[config.mk]
export PLATFORM = sky130hd
export DESIGN_NAME = mm_tile_loader_flat
export DESIGN_NICKNAME = d
export VERILOG_FILES = /design/src/rtl/mm_pkg.sv /design/src/rtl/mm_tile_loader_if.sv /design/src/rtl/mm_lat_pipe.sv /design/src/rtl/mm_tile_loader.sv /design/src/flat_wrapper.sv
export SDC_FILE = /design/constraint.sdc
export NUM_CORES = 1
export LEC_CHECK = 0
export BUFFER_PORTS_ARGS = -buffer_cell sky130_fd_sc_hd__buf_2
export CAP_MARGIN = 5
export CORE_UTILIZATION = 45
export CTS_BUF_LIST = sky130_fd_sc_hd__clkbuf_4
export CTS_CLUSTER_SIZE = 12
export DETAILED_ROUTE_END_ITERATION = 8
export PLACE_DENSITY_LB_ADDON = 0.05
export SYNTH_ARGS = -nofsm -noshare
export SYNTH_HDL_FRONTEND = slang
export SYNTH_SLANG_ARGS = --single-unit
export TNS_END_PERCENT = 1
[constraint.sdc]
create_clock -name clk -period 3.35 [get_ports clk]
set_clock_uncertainty 0.2 [all_clocks]
set_input_delay 0 -clock clk [delete_from_list [all_inputs] [get_ports clk]]
set_output_delay 0 -clock clk [all_outputs]
set_load 0.01 [all_outputs]
[src/rtl/mm_pkg.sv]
// Shared definitions for the matmul tile loader: FSM state encoding,
// BRAM addressing constants and a one-hot channel decode helper.
package mm_pkg;

    localparam int unsigned MM_BRAM_BYTES_PER_WORD = 4;
    localparam int unsigned MM_BRAM_ADDR_W         = 32;
    localparam int unsigned MM_MAX_CH              = 32;

    typedef enum logic [2:0] {
        ST_IDLE  = 3'd0,
        ST_ISSUE = 3'd1,
        ST_DRAIN = 3'd2,
        ST_PAD   = 3'd3,
        ST_DONE  = 3'd4
    } mm_state_t;

    // One-hot decode of a channel index; indices at or above num_ch give all zeros.
    function automatic logic [MM_MAX_CH-1:0] onehot(input int unsigned ch, input int unsigned num_ch);
        logic [MM_MAX_CH-1:0] r;
        r = '0;
        if (ch < num_ch && ch < MM_MAX_CH) r = MM_MAX_CH'(1) << ch;
        return r;
    endfunction

endpackage

[src/rtl/mm_tile_loader_if.sv]
// Tile loader bus bundle: control handshake, BRAM read port and on-chip RAM write port.
//   master : the loader (drives BRAM address/enable, RAM writes, busy/done)
//   slave  : the surrounding matmul FSM / BRAM / RAM side
interface mm_tile_loader_if
    import mm_pkg::*;
#(
    parameter int unsigned NUM_CH         = 8,
    parameter int unsigned DATA_WIDTH     = 32,
    parameter int unsigned RAM_ADDR_WIDTH = 10,
    parameter int unsigned CH_W           = $clog2(NUM_CH) + 1
);
    logic                        start;
    logic                        abort;
    logic [MM_BRAM_ADDR_W-1:0]   src_base_addr;
    logic [RAM_ADDR_WIDTH-1:0]   dst_base_addr;
    logic [RAM_ADDR_WIDTH:0]     num_words;
    logic [CH_W-1:0]             num_ch;
    logic [MM_BRAM_ADDR_W-1:0]   addr_bram;
    logic                        enable_bram;
    logic [DATA_WIDTH-1:0]       data_out_bram;
    logic [DATA_WIDTH-1:0]       ram_w_data;
    logic [RAM_ADDR_WIDTH-1:0]   ram_w_addr;
    logic [NUM_CH-1:0]           ram_w_en;
    logic                        busy;
    logic                        done;

    modport master (
        input  start, abort, src_base_addr, dst_base_addr, num_words, num_ch, data_out_bram,
        output addr_bram, enable_bram, ram_w_data, ram_w_addr, ram_w_en, busy, done
    );

    modport slave (
        output start, abort, src_base_addr, dst_base_addr, num_words, num_ch, data_out_bram,
        input  addr_bram, enable_bram, ram_w_data, ram_w_addr, ram_w_en, busy, done
    );
endinterface

[src/rtl/mm_lat_pipe.sv]
// Fixed-depth valid/payload delay line that tracks in-flight BRAM reads.
//   clk, reset    : clock, async active-high reset (valid bits only)
//   flush         : synchronous clear of every valid bit
//   in_valid/in_payload   : stage-0 input
//   out_valid/out_payload : value entered DEPTH cycles earlier
module mm_lat_pipe #(
    parameter int unsigned DEPTH = 1,
    parameter int unsigned PW    = 8
) (
    input  logic          clk,
    input  logic          reset,
    input  logic          flush,
    input  logic          in_valid,
    input  logic [PW-1:0] in_payload,
    output logic          out_valid,
    output logic [PW-1:0] out_payload
);
    logic [DEPTH-1:0]    vld_q;
    logic [DEPTH*PW-1:0] pl_q;

    // Valid chain: shift toward the tail, cleared on reset or flush.
    always_ff @(posedge clk or posedge reset) begin
        if (reset)      vld_q <= '0;
        else if (flush) vld_q <= '0;
        else            vld_q <= DEPTH'({vld_q, in_valid});
    end

    // Payload chain carries no reset; it is qualified by the valid chain.
    always_ff @(posedge clk) begin
        pl_q <= (DEPTH*PW)'({pl_q, in_payload});
    end

    assign out_valid   = vld_q[DEPTH-1];
    assign out_payload = pl_q[DEPTH*PW-1 -: PW];
endmodule

[src/rtl/mm_tile_loader.sv]
// Streams num_ch x num_words BRAM words into per-channel on-chip RAMs,
// compensating a configurable BRAM read latency.
//   clk, reset : clock, async active-high reset
//   bus        : mm_tile_loader_if.master (start/abort/config in, BRAM read, RAM write, busy/done)
// Optional feature macro MM_TILE_LOADER_ZERO_PAD_EN: zero-fills channels num_ch..NUM_CH-1.
// RAM addresses wrap modulo 2^RAM_ADDR_WIDTH, so RAM_SIZE is expected to be a power of two.
module mm_tile_loader
    import mm_pkg::*;
#(
    parameter int unsigned NUM_CH         = 8,
    parameter int unsigned DATA_WIDTH     = 32,
    parameter int unsigned RAM_SIZE       = 1024,
    parameter int unsigned RAM_ADDR_WIDTH = $clog2(RAM_SIZE),
    parameter int unsigned READ_LATENCY   = 1
) (
    input  logic              clk,
    input  logic              reset,
    mm_tile_loader_if.master  bus
);
    localparam int unsigned CH_W     = $clog2(NUM_CH) + 1;
    localparam int unsigned CH_IDX_W = (NUM_CH > 1) ? $clog2(NUM_CH) : 1;
    localparam int unsigned NW_W     = RAM_ADDR_WIDTH + 1;
    localparam int unsigned DR_W     = $clog2(READ_LATENCY + 1);
    localparam int unsigned PL_W     = CH_IDX_W + RAM_ADDR_WIDTH;

    mm_state_t                 state_q, state_d;
    logic [MM_BRAM_ADDR_W-1:0] addr_q, addr_d;
    logic                      en_q, en_d, busy_q, busy_d, done_q, done_d;
    logic [RAM_ADDR_WIDTH-1:0] dst_q, dst_d;
    logic [NW_W-1:0]           nw_q, nw_d, w_q, w_d, w_adv;
    logic [CH_W-1:0]           nch_q, nch_d, ch_q, ch_d, ch_adv, nch_clamp;
    logic [DR_W-1:0]           dr_q, dr_d;
    logic                      last_w, issue_last, abort_take;
    logic                      pipe_vld;
    logic [PL_W-1:0]           pipe_in, pipe_out;

    assign nch_clamp  = (bus.num_ch > CH_W'(NUM_CH)) ? CH_W'(NUM_CH) : bus.num_ch;
    assign last_w     = (w_q == nw_q - NW_W'(1));
    assign issue_last = last_w && (ch_q == nch_q - CH_W'(1));
    assign abort_take = bus.abort && (state_q != ST_IDLE) && (state_q != ST_DONE);

    // Channel-major walk shared by ISSUE and PAD: rolls into the next channel after the last word.
    assign w_adv  = last_w ? '0 : w_q + NW_W'(1);
    assign ch_adv = last_w ? ch_q + CH_W'(1) : ch_q;

`ifdef MM_TILE_LOADER_ZERO_PAD_EN
    logic pad_last;
    assign pad_last = last_w && (ch_q == CH_W'(NUM_CH - 1));
`endif

    // Next-state and next-output logic.
    always_comb begin
        state_d = state_q;
        addr_d  = addr_q;
        dst_d   = dst_q;
        nw_d    = nw_q;
        nch_d   = nch_q;
        ch_d    = ch_q;
        w_d     = w_q;
        dr_d    = dr_q;
        case (state_q)
            ST_IDLE: begin
                if (bus.start) begin
                    addr_d  = bus.src_base_addr;
                    dst_d   = bus.dst_base_addr;
                    nw_d    = bus.num_words;
                    nch_d   = nch_clamp;
                    ch_d    = '0;
                    w_d     = '0;
                    state_d = (bus.num_words == '0 || nch_clamp == '0) ? ST_DONE : ST_ISSUE;
                end
            end
            ST_ISSUE: begin
                addr_d = addr_q + MM_BRAM_ADDR_W'(MM_BRAM_BYTES_PER_WORD);
                ch_d   = ch_adv;
                w_d    = w_adv;
                if (issue_last) begin
                    state_d = ST_DRAIN;
                    dr_d    = '0;
                end
            end
            ST_DRAIN: begin
                dr_d = dr_q + DR_W'(1);
                if (dr_q == DR_W'(READ_LATENCY - 1)) begin
`ifdef MM_TILE_LOADER_ZERO_PAD_EN
                    // ch/w already point at channel num_ch, word 0 after the last read.
                    state_d = (nch_q < CH_W'(NUM_CH)) ? ST_PAD : ST_DONE;
`else
                    state_d = ST_DONE;
`endif
                end
            end
`ifdef MM_TILE_LOADER_ZERO_PAD_EN
            ST_PAD: begin
                ch_d = ch_adv;
                w_d  = w_adv;
                if (pad_last) state_d = ST_DONE;
            end
`endif
            ST_DONE: state_d = ST_IDLE;
            default: state_d = ST_IDLE;
        endcase
        if (abort_take) state_d = ST_IDLE;
        en_d   = (state_d == ST_ISSUE);
        busy_d = (state_d != ST_IDLE);
        done_d = (state_d == ST_DONE);
    end

    // State and registered outputs.
    always_ff @(posedge clk or posedge reset) begin
        if (reset) begin
            state_q <= ST_IDLE;
            addr_q  <= '0;
            en_q    <= 1'b0;
            busy_q  <= 1'b0;
            done_q  <= 1'b0;
            dst_q   <= '0;
            nw_q    <= '0;
            nch_q   <= '0;
            ch_q    <= '0;
            w_q     <= '0;
            dr_q    <= '0;
        end else begin
            state_q <= state_d;
            addr_q  <= addr_d;
            en_q    <= en_d;
            busy_q  <= busy_d;
            done_q  <= done_d;
            dst_q   <= dst_d;
            nw_q    <= nw_d;
            nch_q   <= nch_d;
            ch_q    <= ch_d;
            w_q     <= w_d;
            dr_q    <= dr_d;
        end
    end

    // Each issued read carries its destination channel and RAM address down the latency line.
    assign pipe_in = {ch_q[CH_IDX_W-1:0], dst_q + w_q[RAM_ADDR_WIDTH-1:0]};

    mm_lat_pipe #(
        .DEPTH (READ_LATENCY),
        .PW    (PL_W)
    ) u_lat_pipe (
        .clk         (clk),
        .reset       (reset),
        .flush       (abort_take),
        .in_valid    (state_q == ST_ISSUE),
        .in_payload  (pipe_in),
        .out_valid   (pipe_vld),
        .out_payload (pipe_out)
    );

    assign bus.addr_bram   = addr_q;
    assign bus.enable_bram = en_q;
    assign bus.busy        = busy_q;
    assign bus.done        = done_q;

    // RAM write port: pipeline tail during data phase, zero writes during PAD, idle otherwise.
    always_comb begin
        bus.ram_w_en   = '0;
        bus.ram_w_addr = '0;
        bus.ram_w_data = '0;
        if (pipe_vld) begin
            bus.ram_w_en   = NUM_CH'(onehot(32'(pipe_out[PL_W-1 -: CH_IDX_W]), NUM_CH));
            bus.ram_w_addr = pipe_out[RAM_ADDR_WIDTH-1:0];
            bus.ram_w_data = bus.data_out_bram;
        end
`ifdef MM_TILE_LOADER_ZERO_PAD_EN
        else if (state_q == ST_PAD) begin
            bus.ram_w_en   = NUM_CH'(onehot(32'(ch_q), NUM_CH));
            bus.ram_w_addr = dst_q + w_q[RAM_ADDR_WIDTH-1:0];
        end
`endif
    end
endmodule
[src/flat_wrapper.sv]
// flat-port wrapper written by rule: the top's interface ports become plain ports
module mm_tile_loader_flat import mm_pkg::*;
#(
    parameter int unsigned NUM_CH         = 8,
    parameter int unsigned DATA_WIDTH     = 32,
    parameter int unsigned RAM_SIZE       = 1024,
    parameter int unsigned RAM_ADDR_WIDTH = $clog2(RAM_SIZE),
    parameter int unsigned READ_LATENCY   = 1
)
  (clk, reset, bus_start, bus_abort, bus_src_base_addr, bus_dst_base_addr, bus_num_words, bus_num_ch, bus_data_out_bram, bus_addr_bram, bus_enable_bram, bus_ram_w_data, bus_ram_w_addr, bus_ram_w_en, bus_busy, bus_done);
  mm_tile_loader_if #(.NUM_CH(NUM_CH), .DATA_WIDTH(DATA_WIDTH), .RAM_ADDR_WIDTH(RAM_ADDR_WIDTH)) bus_i ();
  input  logic clk;
  input  logic reset;
  input wire logic [$bits(bus_i.start)-1:0] bus_start;
  input wire logic [$bits(bus_i.abort)-1:0] bus_abort;
  input wire logic [$bits(bus_i.src_base_addr)-1:0] bus_src_base_addr;
  input wire logic [$bits(bus_i.dst_base_addr)-1:0] bus_dst_base_addr;
  input wire logic [$bits(bus_i.num_words)-1:0] bus_num_words;
  input wire logic [$bits(bus_i.num_ch)-1:0] bus_num_ch;
  input wire logic [$bits(bus_i.data_out_bram)-1:0] bus_data_out_bram;
  output wire logic [$bits(bus_i.addr_bram)-1:0] bus_addr_bram;
  output wire logic [$bits(bus_i.enable_bram)-1:0] bus_enable_bram;
  output wire logic [$bits(bus_i.ram_w_data)-1:0] bus_ram_w_data;
  output wire logic [$bits(bus_i.ram_w_addr)-1:0] bus_ram_w_addr;
  output wire logic [$bits(bus_i.ram_w_en)-1:0] bus_ram_w_en;
  output wire logic [$bits(bus_i.busy)-1:0] bus_busy;
  output wire logic [$bits(bus_i.done)-1:0] bus_done;
  assign bus_i.start = bus_start;
  assign bus_i.abort = bus_abort;
  assign bus_i.src_base_addr = bus_src_base_addr;
  assign bus_i.dst_base_addr = bus_dst_base_addr;
  assign bus_i.num_words = bus_num_words;
  assign bus_i.num_ch = bus_num_ch;
  assign bus_i.data_out_bram = bus_data_out_bram;
  assign bus_addr_bram = bus_i.addr_bram;
  assign bus_enable_bram = bus_i.enable_bram;
  assign bus_ram_w_data = bus_i.ram_w_data;
  assign bus_ram_w_addr = bus_i.ram_w_addr;
  assign bus_ram_w_en = bus_i.ram_w_en;
  assign bus_busy = bus_i.busy;
  assign bus_done = bus_i.done;
  mm_tile_loader #(.NUM_CH(NUM_CH), .DATA_WIDTH(DATA_WIDTH), .RAM_SIZE(RAM_SIZE), .RAM_ADDR_WIDTH(RAM_ADDR_WIDTH), .READ_LATENCY(READ_LATENCY)) u_core (.clk(clk), .reset(reset), .bus(bus_i));
endmodule
==> results.md, run 1 <==
* Yosys Warn Count at 0
* Area growth from synthesis to layout at 34.50%
* Initial antenna violation count at 0
* Crit Path Class: register to register
* Yosys cell types at 52
* Vias in the first global route at 5174
* Ant diodes at 0
* WL final at 15440 um
* Global-route wire length before repair at 25190 um
* Boundary pin count at 178
* Die Ht at 110.3 um
* Final setup fails at 0
* Max Cap Violations at 0
* CP Max Fanout at 23
* Hold WC Path Type: primary input to register
* Drt pass-1 iters at 4
* Syn nets at 734
* Startpoint types: register
* Syn_area_per_cell at 8.431 um2
* Crit path depth at 10
* Row cnt at 39
* Crit-path cells: inv_1, ha_1, nor2b_1, nand4_1, xnor2_1, nor4_1, o211ai_1, buf_4, or4_1, a211oi_2
* Final Hold Fails at 0
* Max clock buf depth at 2
* Worst R2R Setup Slack at 0.37 ns
* Vias/cell at 5.453
* Clock latency on the worst-skew pair at 0.47 ns
* Share of layout cells above drive strength 1 at 0.2388
* Slew HR at 0.4011
* Count of flip-flops with a built-in enable after synthesis at 0
* Final period util at 0.8909
* Critical Path Slowest Stage Cell: or4_1
* CTS H-tree depth at 3
* Final #Nets at 970
* Top_reg_cell synth: dfrtp_1
* Pwr Total at 4.016 mW
* Total congestion overflow at 0
* Crit. End Element: register
* Pwr Density at 565.8 mW/mm2
* Max Fclk at 0.3350 GHz
* Final GP Congestion at 0.8595
* Register area share after synthesis at 0.4286
* WP buf/inv at 2
* GRT Util Overall at 0.2690
* DR WL/cell at 15.29 um
* Crit path arrival time at 3.18 ns
* Post-DP HPWL at 10630 um
* DIE WIDTH at 110.3 um
* Drt initial violations at 261
* Tmin final at 2.985 ns
* Initial core utilization at 0.4622
* Clock transition at the registers of the reported paths at 0.14 ns
* CTS Sinks at 93
* Post-route setup slack at 0.3654 ns
* # DRC at 0
* Max IR drop VDD at 0.0003277 V
* Die area at 0.01217 mm2
* Crit path max-delay family: simple AND/OR/NAND/NOR gates
* Final Max Slew Viols at 0
* Slew @ Worst Pin at 0.8984 ns
* Post-Synthesis Cell Area at 0.005278 mm2
* CORE AREA at 0.01142 mm2
* Final core utilization at 0.6216
* WHS Path Cells at 4
* Synth Register Bits at 93
* Crit path required time at 3.55 ns
* Via Count at 5508
* Post-CTS Resized at 0
* P_leak at 3.457 nW
* Cts bufs inserted at 9
* Pre-CTS setup slack at 0.4167 ns
* Setup TNS at 0 ns
* Slowest stage delay, CP at 0.50 ns
* Root Driver: clkbuf_4
* RSZ-0062 raised after global routing: false
* # port buffers at 177
* Fraction of registers with async set/reset at 0.8602
* ANT nets after route at 0
* Synth Instances at 626
* Status: complete, no violations
* Pin count of the biggest net entering global routing at 58
* Reg2Reg Depth at 10
* CTS tree: yes
[per-layer routing]
metal | global-route usage | up-vias | part of all wire
met4 | 0.1147 | 0 | 0.021
li1 | - | 2660 | -
met2 | 0.4587 | 217 | 0.49
met1 | 0.3331 | 2605 | 0.43
met5 | 0 | - | 0
met3 | 0.04997 | 26 | 0.068
[sequential cells by signal, summed over array words and instances, names as in the netlist]
| register | flops |
|---|---|
| u_core.nch_q | 4 |
| u_core.dst_q | 10 |
| u_core.dr_q | 1 |
| u_core.bus.addr_bram | 32 |
| u_core.bus.done | 1 |
| u_core.state_q | 3 |
| u_core.bus.busy | 1 |
| u_core.w_q | 11 |
| u_core.u_lat_pipe.out_payload | 13 |
| u_core.bus.enable_bram | 1 |
| u_core.ch_q | 4 |
| u_core.u_lat_pipe.out_valid | 1 |
| u_core.nw_q | 11 |
[through the flow]
| stage | area (um2) | hold WS, ns | cells |
|---|---|---|---|
| CTS | 7098 | 0.03800 | 1010 |
| detailed placement | 6301 | -0.02554 | 925 |
| global route | 7098 | 0.07191 | 1010 |
| finish | 7098 | 0.05882 | 1010 |
| global placement | 6301 | -0.02689 | 925 |
| floorplan | 5278 | -0.1419 | 626 |
[report_power, final]
part | switching (mW) | internal [mW]
Clock | 0.375 | 0.170
Sequential | 0.407 | 1.45
Combinational | 0.883 | 0.733
Total | 1.67 | 2.35
[worst register-to-register path: stages (launching register included)]
cell	delay, ns
dfrtp_1	0.44
inv_1	0.11
ha_1	0.22
nor2b_1	0.32
nand4_1	0.16
xnor2_1	0.16
nor4_1	0.22
o211ai_1	0.13
buf_4	0.23
or4_1	0.51
a211oi_2	0.22
[layout by cell type (no fill, tap or decap), types with 4 or more instances in the layout]
cell type	n
a21oi_1	23
clkbuf_4	12
nand4b_1	4
buf_4	8
dfrtp_1	80
a311oi_1	5
dlygate4sd3_1	69
o31ai_1	4
nand3_1	34
nand2b_1	6
dfxtp_1	13
a221o_1	5
nand4_1	13
xor2_1	17
a31oi_1	6
nand2_1	117
o211ai_1	8
xnor2_1	13
ha_1	14
nor2_1	48
o22ai_1	6
nor3_1	20
o21ai_0	30
and2_1	46
buf_2	177
inv_1	19
a21o_1	4
and3_1	7
nor4_1	5
o311ai_0	9
[repair_timing]
item,CTS,global route
buffers inserted,0,0
hold buffers,69,0
endpoints found under the hold margin,106,0
[logic make-up after synthesis]
group                    Yosys count  share of synthesized area
AND/OR/NAND/NOR                  323                     0.3009
AO/OA/AOI/OAI                    113                     0.1411
multiplexers                       2                   0.003793
buffers and inverters             49                    0.03580
flip-flops                        93                     0.4286
adder cells (fa/ha/maj)           15                    0.03698
XOR/XNOR                          31                    0.05287
[cell type report]
| cell class | instances | area, um2 |
|---|---|---|
| Inverter | 20 | 76.32 |
| Tap cell | 143 | 178.9 |
| Sequential cell | 93 | 2262 |
| Clock buffer | 12 | 90.09 |
| Multi-Input combinational cell | 484 | 2838 |
| Timing Repair Buffer | 254 | 1637 |
| Clock inverter | 4 | 16.27 |
| Fill cell | 1023 | 4320 |
[synthesized netlist by cell type, types with 7 or more instances]
master | instances | area share
nand2_1 | 117 | 0.083
dfrtp_1 | 80 | 0.38
nor2_1 | 48 | 0.034
and2_1 | 46 | 0.055
nand3_1 | 34 | 0.032
o21ai_0 | 30 | 0.028
a21oi_1 | 23 | 0.022
clkbuf_1 | 22 | 0.016
nor3_1 | 21 | 0.020
inv_1 | 20 | 0.014
xor2_1 | 17 | 0.028
ha_1 | 14 | 0.033
dfxtp_1 | 13 | 0.049
nand4_1 | 13 | 0.015
xnor2_1 | 13 | 0.022
o311ai_0 | 9 | 0.015
o211ai_1 | 8 | 0.011
and3_1 | 7 | 0.0083
[worst paths after layout]
kind / to / from
max: u_core.state_q[1] / u_core.nw_q[0]
min: u_core.bus.addr_bram[1] / bus_src_base_addr[1]
max reg2reg: u_core.state_q[1] / u_core.nw_q[0]
min reg2reg: u_core.bus.addr_bram[1] / u_core.bus.addr_bram[1]
max in group asynchronous: u_core.dst_q[1] / reset
min in group asynchronous: u_core.bus.addr_bram[5] / reset
No activity file was read; power rests on OpenSTA's default activity.
==> run 2, diff against run 1 <==
--- a/config.mk
+++ b/config.mk
@@ -12,6 +12,7 @@
 export CTS_CLUSTER_SIZE = 12
 export DETAILED_ROUTE_END_ITERATION = 8
 export PLACE_DENSITY_LB_ADDON = 0.05
+export RECOVER_POWER = 100
 export SYNTH_ARGS = -nofsm -noshare
 export SYNTH_HDL_FRONTEND = slang
 export SYNTH_SLANG_ARGS = --single-unit
==> results.md, run 2 (synthesized netlist as in run 1, its figures left out) <==
* Post-CTS Resized at 0
* Max clock buf depth at 2
* Share of layout cells above drive strength 1 at 0.1672
* Clock latency on the worst-skew pair at 0.47 ns
* Worst R2R Setup Slack at 0.35 ns
* CTS Sinks at 93
* Final #Nets at 970
* CTS tree: yes
* Root Driver: clkbuf_4
* Slew @ Worst Pin at 1.779 ns
* # DRC at 0
* Startpoint types: register
* Crit path required time at 3.53 ns
* Initial core utilization at 0.4622
* Sw Share at 0.4212
* Area growth from synthesis to layout at 32.53%
* Min-Delay Endpoint: u_core.bus.addr_bram[1]
* Vias in the first global route at 5174
* WHS Path Cells at 4
* Crit. End Element: register
* Boundary pin count at 178
* Dpl cells at 925
* Slew HR at -0.1870
* Clock Power Share at 0.137
* GRT Util Overall at 0.2690
* CP Max Fanout at 23
* Pin count of the biggest net entering global routing at 58
* P_leak at 3.230 nW
* Vias/cell at 5.458
* Row cnt at 39
* Drt pass-1 iters at 6
* Via Count at 5513
* Max IR drop VDD at 0.0003247 V
* RSZ-0062 raised after global routing: false
* Commonest non-fill, non-tap cell in the layout: buf_2
* Clock transition at the registers of the reported paths at 0.14 ns
* DIE WIDTH at 110.3 um
* GR Util met1 at 0.3331
* Hold WC Path Type: primary input to register
* Die area at 0.01217 mm2
* WL final at 15500 um
* Pwr Total at 3.970 mW
* Pre-CTS setup slack at 0.4167 ns
* ANT nets after route at 0
* Sw Pwr at 1.672 mW
* Crit Path Class: register to register
* Met2 Usage GRT at 0.4587
* DR WL/cell at 15.34 um
* # port buffers at 177
* Final setup fails at 0
* Hold WS at 0.06357 ns
* Pwr Density at 567.6 mW/mm2
* Top Usage Layer GRT: met2
* Max Fclk at 0.3334 GHz
* Final period util at 0.8954
* Combinational share of power at 0.394
* Final GP Congestion at 0.8595
* Final Hold Fails at 0
* Post-DP HPWL at 10630 um
* Reg2reg end: u_core.state_q[1]
* CORE AREA at 0.01142 mm2
* Max FFs per register at 32
* Crit path arrival time at 3.18 ns
* Cts bufs inserted at 9
* Worst min-delay path startpoint: bus_src_base_addr[1]
* Total congestion overflow at 0
* Failing checks: max-capacitance violations, max-slew violations
* Initial antenna violation count at 0
* Most frequent cells in the layout: buf_2 (119), nand2_1 (117), dfrtp_1 (80)
* FF-to-FF Start: u_core.nw_q[0]
* Seq pwr share at 0.469
* Status: complete, but fails checks
* Tmin final at 3.000 ns
* Drt initial violations at 293
* Pint at 2.298 mW
* Setup TNS at 0 ns
* Post-route setup slack at 0.3504 ns
* Global-route wire length before repair at 25190 um
* CTS H-tree depth at 3
* Max Cap Violations at 1
* Reg2Reg Depth at 10
* Post-CTS setup buffers at 0
* Final Max Slew Viols at 45
* Met3 usage in global routing at 0.04997
* Die Ht at 110.3 um
* Final cell count without fillers at 1010
* Ant diodes at 0
==> run 2: final cells by class <==
class                   count  area [um2]
fillers                  1057        4424
flip-flops and latches     93        2262
multi-input cells         484        2815
clock buffers              12       90.09
repair buffers            254        1556
clock inverters             4       16.27
well taps                 143       178.9
inverters                  20       75.07
==> run 2: how the worst max path moves through the flow <==
stage                              to         startpoint  cells after the start
floorplan           u_core.state_q[1]     u_core.nw_q[0]                      9
global placement    u_core.state_q[1]     u_core.nw_q[0]                     10
detailed placement  u_core.state_q[1]     u_core.nw_q[0]                     10
CTS                 u_core.state_q[1]     u_core.nw_q[0]                     10
global route          u_core.dst_q[2]  u_core.state_q[0]                      7
finish              u_core.state_q[1]     u_core.nw_q[0]                     10
==> run 2: power by group through the flow <==
stage	combinational [mW]	clock, mW	sequential, mW
after floorplan	0.981	0	1.82
after global placement	1.49	0	1.85
after global routing	1.78	0.603	1.92
after detailed placement	1.52	0	1.87
after CTS	1.62	0.562	1.85
final	1.56	0.545	1.86
==> run 2: worst max-delay path, cell delays in order, from the launching register on <==
cell and delay, ns:
dfrtp_1 0.44, inv_1 0.11, ha_1 0.22, nor2b_1 0.33, nand4_1 0.16, xnor2_1 0.16
nor4_1 0.23, o211ai_1 0.12, buf_4 0.23, or4_1 0.49, a211oi_1 0.24
==> run 2: per-layer routing <==
metal	routed length, um	vias to the layer above
li1	-	2658
met1	6733	2611
met2	7407	213
met3	976	31
met4	380	0
met5	0	-
==> run 2: repair_timing <==
item                                    in CTS  in global routing
endpoints found under the hold margin      106                  0
endpoints found under the setup margin       0                  0
hold buffers                                69                  0
==> run 2: stage by stage <==
step                cell area (um2)  utilization
global route                   6994       0.6125
CTS                            7098       0.6216
floorplan                      5278            -
finish                         6994       0.6125
global placement               6301       0.5518
detailed placement             6301       0.5518
==> run 3, diff against run 2 <==
--- a/config.mk
+++ b/config.mk
@@ -11,7 +11,7 @@
 export CTS_BUF_LIST = sky130_fd_sc_hd__clkbuf_4
 export CTS_CLUSTER_SIZE = 12
 export DETAILED_ROUTE_END_ITERATION = 8
-export PLACE_DENSITY_LB_ADDON = 0.05
+export PLACE_DENSITY = 0.82
 export RECOVER_POWER = 100
 export SYNTH_ARGS = -nofsm -noshare
 export SYNTH_HDL_FRONTEND = slang
==> results.md, run 3 (synthesized netlist as in run 1, its figures left out) <==
* Via Count at 5662
* CTS Sinks at 93
* Crit path required time at 3.58 ns
* Max clock buf depth at 2
* Die Ht at 110.3 um
* Worst min-delay path startpoint: bus_abort
* DR WL/cell at 15.48 um
* Vias/cell at 5.535
* Final setup fails at 0
* CTS tree: yes
* Slew HR at 0.05115
* Placed Area at 0.006301 mm2
* Final Hold Fails at 0
* Post-route cell area at 0.007143 mm2
* Max Cap Violations at 0
* Vias in the first global route at 5537
* Seq pwr share at 0.456
* Post-route setup slack at 0.3175 ns
* Setup TNS at 0 ns
* Total congestion overflow at 0
* Pre-CTS setup slack at 0.3932 ns
* Pint at 2.332 mW
* RSZ-0062 raised after global routing: false
* Cts bufs inserted at 9
* Sw Share at 0.4299
* Clock latency on the worst-skew pair at 0.49 ns
* # port buffers at 177
* Status: complete, no violations
* Final period util at 0.9052
* Tmin final at 3.033 ns
* Min-Delay Endpoint: u_core.state_q[1]
* Global-route wire length before repair at 25380 um
* Row cnt at 39
* Final #Nets at 983
* Most frequent cells in the layout: buf_2 (121), nand2_1 (117), dlygate4sd3_1 (82)
* Hold WS at 0.05740 ns
* Post-CTS setup buffers at 0
* Pwr Density at 572.7 mW/mm2
* ANT nets after route at 0
* P_leak at 3.292 nW
* Crit path arrival time at 3.26 ns
* Worst R2R Setup Slack at 0.32 ns
* FF-to-FF Start: u_core.state_q[0]
* Combinational share of power at 0.401
* Reg2reg end: u_core.dst_q[4]
* Area growth from synthesis to layout at 35.35%
* Commonest non-fill, non-tap cell in the layout: buf_2
* Crit. End Element: register
* Final Max Slew Viols at 0
* Share of layout cells above drive strength 1 at 0.1693
* Max FFs per register at 32
* WL final at 15830 um
* Post-DP HPWL at 10110 um
* Final GP Congestion at 0.9081
* CTS H-tree depth at 3
* Max IR drop VDD at 0.0003507 V
* Pin count of the biggest net entering global routing at 58
* WHS Path Cells at 3
* Area of the multi-input gates at 0.002826 mm2
* Reg2Reg Depth at 7
* Sw Pwr at 1.759 mW
* Post-CTS Resized at 0
* CORE AREA at 0.01142 mm2
* Drt pass-1 iters at 5
* Boundary pin count at 178
* Crit Path Class: register to register
* FILL cells at 970
* Hold-fix buffers, CTS at 82
* GRT Util Overall at 0.2741
* Slew @ Worst Pin at 1.415 ns
* CP Max Fanout at 57
* Drt initial violations at 273
* Die area at 0.01217 mm2
* Clock transition at the registers of the reported paths at 0.17 ns
* DIE WIDTH at 110.3 um
* Root Driver: clkbuf_4
* Initial core utilization at 0.4622
* # DRC at 0
* Initial antenna violation count at 0
* Ant diodes at 0
* Clock Power Share at 0.143
* Startpoint types: register
* Register Area at 0.002262 mm2
* Max Fclk at 0.3298 GHz
* Hold WC Path Type: primary input to register
## run 3: worst max-delay path by stage
stage / from / endpoint / slack, ns / depth (start not counted)
floorplan: u_core.nw_q[0] / u_core.state_q[1] / 0.83 / 9
global placement: u_core.nw_q[0] / u_core.state_q[1] / 0.47 / 9
detailed placement: u_core.nw_q[0] / u_core.state_q[1] / 0.39 / 9
CTS: u_core.nw_q[0] / u_core.state_q[1] / 0.36 / 9
global route: u_core.nw_q[0] / u_core.state_q[1] / 0.04 / 9
finish: u_core.state_q[0] / u_core.dst_q[4] / 0.32 / 7
## run 3: final cells by class
class	count	share of cell area
multi-input combinational	484	0.3957
sequential	93	0.3167
timing repair buffer	267	0.2345
tap	143	0.02505
inverter	20	0.01068
clock buffer	9	0.009459
clock inverter	7	0.007882
## run 3: per-layer routing
layer / GRT usage / vias up / wire length (um)
li1: - / 2696 / -
met1: 0.3129 / 2663 / 6099
met2: 0.4827 / 271 / 7993
met3: 0.06761 / 32 / 1359
met4: 0.1231 / 0 / 381
met5: 0 / - / 0
## run 3: power groups by stage
stage          Sequential (mW)  Clock (mW)  Combinational [mW]
3_5_place_dp              1.86           0                1.51
4_1_cts                   1.84       0.604                1.66
2_1_floorplan             1.82           0               0.981
3_3_place_gp              1.85           0                1.47
5_1_grt                   1.92       0.652                1.84
6_report                  1.87       0.586                1.64
## run 3: per-stage QoR
| stage | util | cells | total power [mW] |
|---|---|---|---|
| 6_report | 0.6256 | 1023 | 4.091 |
| 5_1_grt | 0.6256 | 1023 | 4.409 |
| 4_1_cts | 0.6346 | 1023 | 4.109 |
| 3_5_place_dp | 0.5518 | 925 | 3.372 |
| 3_3_place_gp | 0.5518 | 925 | 3.325 |
| 2_1_floorplan | - | 626 | 2.800 |
## run 3: critical path, stage by stage, from the launching register on
cell and delay, ns:
dfrtp_1 0.47, inv_1 0.22, nand2_1 0.11, nor3_2 0.14, clkbuf_2 0.93, nand2_1 0.17
nand2_1 0.10, dlygate4sd3_1 0.61
